`config.mk`:
```
export PLATFORM = sky130hd
export DESIGN_NAME = chip_clock_seq
export DESIGN_NICKNAME = d
export VERILOG_FILES = /design/src/rtl/chip_clock_seq.sv
export SDC_FILE = /design/constraint.sdc
export NUM_CORES = 1
export LEC_CHECK = 0
export ABC_AREA = 1
export CORE_ASPECT_RATIO = 0.5
export CORE_MARGIN = 2
export CORE_UTILIZATION = 50
export CTS_BUF_LIST = sky130_fd_sc_hd__clkbuf_8
export DETAILED_ROUTE_END_ITERATION = 10
export PLACE_DENSITY = 0.76
export SLEW_MARGIN = 20
export SYNTH_ARGS = -nofsm -noshare
export SYNTH_HDL_FRONTEND = slang
export SYNTH_SLANG_ARGS = --single-unit
```
`constraint.sdc`:
```
create_clock -name eclk -period 1.71 [get_ports eclk]
set_input_delay 0.2565 -clock eclk [delete_from_list [all_inputs] [get_ports eclk]]
set_output_delay 0.2565 -clock eclk [all_outputs]
set_load 0.02 [all_outputs]
```
`src/rtl/chip_clock_seq.sv`:
```
// Chip clock and reset sequencer: divides the emulation clock into a single-phase
// chip clock, holds chip reset, and provides run / halt / single-step / soft-reset control.
module chip_clock_seq #(
    parameter int HALF_PERIOD  = 4,
    parameter int RESET_CYCLES = 8,
    parameter int COUNT_W      = 32
) (
    input  logic               eclk,
    input  logic               ereset_n,
    input  logic               run,
    input  logic               step,
    input  logic               rst_req,
    output logic               clk0,
    output logic               res,
    output logic               rise,
    output logic               fall,
    output logic               halted,
    output logic               step_done,
    output logic [COUNT_W-1:0] cycle_count
);

    localparam int DIV_W = (HALF_PERIOD > 1) ? $clog2(HALF_PERIOD) : 1;
    localparam int HC_W  = (RESET_CYCLES > 1) ? $clog2(RESET_CYCLES) : 1;
    localparam logic [DIV_W-1:0] DIV_LAST = DIV_W'(HALF_PERIOD - 1);
    localparam logic [HC_W-1:0]  HC_LAST  = HC_W'(RESET_CYCLES - 1);

    typedef enum logic [1:0] {
        S_HOLD = 2'd0,
        S_RUN  = 2'd1,
        S_IDLE = 2'd2,
        S_STEP = 2'd3
    } state_t;

    state_t           state;
    logic [DIV_W-1:0] div;
    logic [HC_W-1:0]  hold_cnt;
    logic             rst_flag;

    logic clk_en;
    logic tick;
    logic at_fall;
    logic rst_any;

    assign clk_en  = (state != S_IDLE);
    assign tick    = clk_en && (div == DIV_LAST);
    // every control decision is taken on the edge that drives clk0 low
    assign at_fall = tick && clk0;
    assign rst_any = rst_flag | rst_req;

    always_ff @(posedge eclk or negedge ereset_n) begin
        if (!ereset_n) begin
            state       <= S_HOLD;
            div         <= '0;
            hold_cnt    <= '0;
            rst_flag    <= 1'b0;
            clk0        <= 1'b0;
            res         <= 1'b0;
            rise        <= 1'b0;
            fall        <= 1'b0;
            halted      <= 1'b0;
            step_done   <= 1'b0;
            cycle_count <= '0;
        end else begin
            rise      <= 1'b0;
            fall      <= 1'b0;
            step_done <= 1'b0;
            halted    <= (state == S_IDLE);
            // res follows one edge behind leaving HOLD; HOLD entry forces it low below
            res       <= (state != S_HOLD);

            if (clk_en) begin
                if (tick) begin
                    div  <= '0;
                    clk0 <= ~clk0;
                    rise <= ~clk0;
                    fall <= clk0;
                end else begin
                    div <= div + 1'b1;
                end
            end

            case (state)
                S_HOLD: begin
                    if (rst_req) begin
                        hold_cnt <= '0;
                    end else if (at_fall) begin
                        if (hold_cnt == HC_LAST) begin
                            hold_cnt <= '0;
                            state    <= run ? S_RUN : S_IDLE;
                        end else begin
                            hold_cnt <= hold_cnt + 1'b1;
                        end
                    end
                end

                S_RUN: begin
                    if (rst_req) rst_flag <= 1'b1;
                    if (at_fall) begin
                        if (rst_any) begin
                            state       <= S_HOLD;
                            res         <= 1'b0;
                            cycle_count <= '0;
                            rst_flag    <= 1'b0;
                            hold_cnt    <= '0;
                        end else begin
                            cycle_count <= cycle_count + 1'b1;
                            if (!run) state <= S_IDLE;
                        end
                    end
                end

                S_STEP: begin
                    if (rst_req) rst_flag <= 1'b1;
                    if (at_fall) begin
                        if (rst_any) begin
                            state       <= S_HOLD;
                            res         <= 1'b0;
                            cycle_count <= '0;
                            rst_flag    <= 1'b0;
                            hold_cnt    <= '0;
                        end else begin
                            cycle_count <= cycle_count + 1'b1;
                            step_done   <= 1'b1;
                            state       <= S_IDLE;
                        end
                    end
                end

                S_IDLE: begin
                    // clock is already low with div at 0, so leaving restarts a clean low half
                    if (rst_req) begin
                        state       <= S_HOLD;
                        res         <= 1'b0;
                        cycle_count <= '0;
                        rst_flag    <= 1'b0;
                        hold_cnt    <= '0;
                    end else if (run) begin
                        state <= S_RUN;
                    end else if (step) begin
                        state <= S_STEP;
                    end
                end

                default: state <= S_HOLD;
            endcase
        end
    end

endmodule

```
* Word level (Yosys, flattened, before mapping)
Index checks and enable logic that the tools add are counted.
** Storage, ports and cells
- Bits in latches :: 0
- Memories :: 0
- Bits in read-only memories :: 0
- RAM bits :: 0
- Input port bits :: 5
- Logic and storage cells :: 85
- Output and inout bits :: 38
- Flip-flop bits (word level) :: 46
** Operators by class
- $add $sub $neg :: 3
- Shift operators :: 0
- $mul :: 0
- Bitwise logic cells :: 2
- Magnitude comparators :: 0
- Reductions and logical operators :: 11
- Multiplexer cells :: 41
- Eq/ne operators :: 17
- Div/mod/pow operators :: 0
** Operators by type and width (count)
- $mux W32 :: 3
- $pmux W32 S2 :: 1
- $add A32 B1 Y32 const B :: 1
- $mux W2 :: 13
- $mux W3 :: 6
- $mux W1 :: 14
- $ne A2 B2 Y1 const B :: 7
- $pmux W3 S3 :: 1
- $pmux W2 S4 :: 1
- $reduce_and A7 Y1 :: 1
- $eq A2 B2 Y1 const B :: 3
- $ne A3 B3 Y1 const B :: 2
- $ne A2 B1 Y1 const B :: 2
- $ne A4 B4 Y1 const B :: 1
- $pmux W1 S2 :: 2
- $reduce_and A2 Y1 :: 2
- $reduce_and A4 Y1 :: 1
- $reduce_bool A2 Y1 :: 2
- $add A3 B1 Y3 const B :: 1
- $eq A3 B3 Y1 const B :: 1
- $reduce_and A3 Y1 :: 1
- $add A2 B1 Y2 const B :: 1
- $eq A2 B1 Y1 const B :: 1
- $logic_and A1 B1 Y1 :: 2
- 4 further kinds :: 4

* Depth between registers and ports, before layout
- Depth after elaboration :: 6
- Mapped depth :: 11
- Mapped depth without buffers :: 11

* Worst setup path before layout
No wires, ideal clock.
- Path type :: reg-to-reg
- From :: register cycle_count[1]
- To :: register cycle_count[28]
- Arrival time :: 1.592 ns
- Slack :: 0.004 ns
- Clock period less this slack :: 1.706 ns
- Path buffers :: 0
- Data required time :: 1.596 ns
- Library setup time :: 0.114 ns
- Cell stages (with the launch flop) :: 11
- Path through :: dfrtp_1 -> ha_1 -> nand2_1 -> nor2_1 -> nand2_1 -> nor2_1 -> inv_1 -> nor2_2 -> nand3_1 -> nand2_1 -> nor2_1
** Between the ends
- Cells in the longest elaborated chain, start to end :: 4
** RTL lines
- start, declared :: line 19 : output logic [COUNT_W-1:0] cycle_count
- start signal, assigned :: line 106 : cycle_count <= cycle_count + 1'b1;
- start signal, assigned :: line 122 : cycle_count <= cycle_count + 1'b1;
- $add A32 B1 Y32 :: line 106, 122
- $mux W32 :: line 99, 115
- $mux W32 :: line 98 : if (at_fall) begin
- $pmux W32 S2 :: line 82 : case (state)
Every way passes these cells. The select of a mux whose other input is x is not followed.
A chain may end at the register's enable or synchronous reset.

* Final worst setup path
- From :: register cycle_count[16]
- To :: output port cycle_count[16]
No word-level cell between the ends.

==> impl_metrics.env <==
export IMPL_rsz0062_at_grt="true"
export IMPL_setup_tns_ns=0
export IMPL_wirelength_um=7140
export IMPL_worstSetupPathType="flip-flop to primary output"
export IMPL_ys_seq_area_share_pct=43.2
export IMPL_critPathSlowestCell="clkdlybuf4s50_1"
export IMPL_vias_per_cell=5.36
export IMPL_r2r_start="cycle_count[1]"
export IMPL_area_delta_synth_final_pct=30.9
export IMPL_grt_pass1_vias=2635
export IMPL_vias=2749
export IMPL_ctsLongestPathBuffers=2
export IMPL_avgSynthCellArea_um2=7.18
export IMPL_ir_drop_mv=0.987
export IMPL_critPathMaxStageDelay_ns=0.65
export IMPL_numCtsBuffers=5
export IMPL_power_internal_uw=2250
export IMPL_ctsRootBufferMaster="clkbuf_8"
export IMPL_firstDrtPassIters=7
export IMPL_die_width_um=107
export IMPL_dpl_hpwl_um=5180
export IMPL_synth_cell_types=29
export IMPL_finalSetupViolCount=0
export IMPL_io_buffers=42
export IMPL_period_minus_slack_ns=1.67
export IMPL_die_height_um=55.6
export IMPL_power_leakage_uw=0.00162
export IMPL_critPathBufInv=1
export IMPL_reg2reg_slack_ns=0.08
export IMPL_hold_buffers=0
export IMPL_power_uw=3840
export IMPL_cts_clk_slew_worst_paths_ns=0.09
export IMPL_routabilityCongestion=0.913
export IMPL_cp_end_kind="primary output"
export IMPL_start_util_pct=53.0
export IMPL_startpoint="cycle_count[16]"
export IMPL_antenna_found_initial=0
export IMPL_ys_warn_count=0
export IMPL_max_slew_worst_pin_slew_ns=0.611
export IMPL_synth_area_mm2=0.00266
export IMPL_crit_fanout=4
export IMPL_io_pins=43
export IMPL_cpLargestDelayFamily="buffers and inverters"
export IMPL_core_mm2=0.00502
export IMPL_cts_tree="done"
export IMPL_r2r_end="cycle_count[22]"
export IMPL_final_setup_skew_ns=0.00939
export IMPL_pwr_share_comb_pct=45.9
export IMPL_slew_headroom_pct=59.3
export IMPL_ant_nets=0
export IMPL_fin_crit_sh_pct=97.4
export IMPL_n_antenna_cell=0
export IMPL_syn_num_nets=380
export IMPL_cts_sinks=46
export IMPL_p_clk_share_pct=18.3
export IMPL_finalHoldViolations=0
export IMPL_drv_slew=0
export IMPL_drive_gt1_share_pct=14.0
export IMPL_grt_usage_pct=25.1
export IMPL_finish_utilization_pct=69.4
export IMPL_reg2regPathDepth=10
export IMPL_p_seq_share_pct=35.8
export IMPL_grt_max_degree=47
export IMPL_path_cells="clkdlybuf4s50_1"
export IMPL_hold_class="primary input to asynchronous set/reset pin"
export IMPL_p_sw_uw=1590
export IMPL_wl_per_cell_um=13.9
export IMPL_fin_hold_ws_ns=0.0358
export IMPL_power_density_mw_per_mm2=1100
export IMPL_drc=0
export IMPL_overflow=0
export IMPL_final_cells=513
export IMPL_arrival_ns=1.41
export IMPL_fmax_ghz=0.600
export IMPL_ys_seq_elements=46
export IMPL_swShare_pct=41.3
export IMPL_critPathRequiredTime_ns=1.45
export IMPL_syn_inst=371
export IMPL_setup_worst_path_start_class="flip-flop"
export IMPL_clkLatencyLatePin_ns=0.30
export IMPL_placementRows=18
export IMPL_grt_pass1_wl_um=11900
export IMPL_cts_htree_levels=2
export IMPL_dp_cells=501
export IMPL_drt_iter0_markers=253
export IMPL_fp_dieArea_mm2=0.00596
export IMPL_status="complete, no violations"
export IMPL_timing_max_cap_violations=0
export IMPL_fin_nets=451
==> cells in the final DEF (no fill, tap or decap), types with 2 or more instances in the layout <==
cell,n
nand2_4,2
xnor2_1,2
nor2_4,4
dlymetal6s2s_1,2
ha_1,2
nor3_1,4
o21bai_1,4
buf_4,27
nor2_2,7
a2bb2oi_1,2
clkbuf_8,6
nand4_1,11
a21oi_1,17
inv_1,44
xor2_1,2
nor2_1,69
nand2_2,3
nand3_1,26
nand2_1,99
clkdlybuf4s50_1,37
inv_2,2
o21ai_0,9
o21a_1,2
dfrtp_1,46
==> how the worst max path moves through the flow <==
| stage | end | depth (start not counted) |
|---|---|---|
| floorplan | cycle_count[28] | 10 |
| global placement | cycle_count[9] | 9 |
| detailed placement | cycle_count[9] | 9 |
| CTS | cycle_count[9] | 8 |
| global route | cycle_count[18] | 10 |
| finish | cycle_count[16] | 1 |
==> flip-flops by register name (all words and copies together), names as in the netlist, 2 cells and up <==
name         cells
hold_cnt         3
cycle_count     32
state            2
div              2
==> kinds of logic (layout without fill, tap and decap cells) <==
logic type,count (synthesis),after routing,synth area share (%)
and+or+nand+nor,227,227,36.5
DFF,46,46,43.2
adders and majority gates,4,4,1.88
AOI/OAI and AO/OA,38,38,8.65
xor gates and xnor gates,4,4,1.32
buffers and inverters,52,124,8.41
==> metrics by stage <==
step / setup WS (ns) / cell area [µm²]
after global routing: -0.0586 / 3490
final: 0.0445 / 3490
after detailed placement: -0.121 / 3310
after floorplan: 0.00423 / 2660
after global placement: -0.0256 / 3310
after CTS: 0.0163 / 3400
==> cells in the mapped netlist (all sizes together) <==
cell type / count / area share [%]
nand2: 104 / 15
a31oi: 1 / 0.24
inv: 46 / 6.5
o21a: 2 / 0.56
nor2: 80 / 12
o21bai: 4 / 1.1
nand4: 11 / 2.6
buf: 6 / 1.9
nor3: 4 / 0.75
a21oi: 19 / 4.1
nand3: 28 / 5.9
a2bb2oi: 2 / 0.66
o21ai: 9 / 1.7
ha: 4 / 1.9
o22ai: 1 / 0.24
dfrtp: 46 / 43
xor2: 2 / 0.66
xnor2: 2 / 0.66
==> layer usage <==
layer  routed length [µm]  up-vias  global-route usage (%)
li1                     -     1317                       -
met4                  148        0                    7.61
met3                  574       24                    5.04
met2                 3410      143                    41.5
met1                 3000     1265                    33.5
met5                    0        -                       0
==> final cells by class <==
type	instances	area, µm²
tap	70	87.6
sequential	46	1150
clock inverter	2	8.76
clock buffer	6	82.6
inverter	46	175
multi-input combinational	273	1340
timing repair buffer	70	643
fill	434	1540
==> power groups by stage <==
stage	clock, µW	sequential [µW]	combinational (µW)
6_report	702	1380	1760
5_1_grt	752	1390	1940
4_1_cts	719	1360	1670
3_5_place_dp	0	1380	1650
3_3_place_gp	0	1370	1600
2_1_floorplan	0	1460	984
==> repair_timing <==
| item | CTS | global route |
|---|---|---|
| gates resized for setup | 2 | 18 |
| gates cloned | 0 | 0 |
| setup endpoints to repair | 5 | 22 |
| buffers inserted | 0 | 4 |
Note: power is estimated with default switching activity, not from simulation.
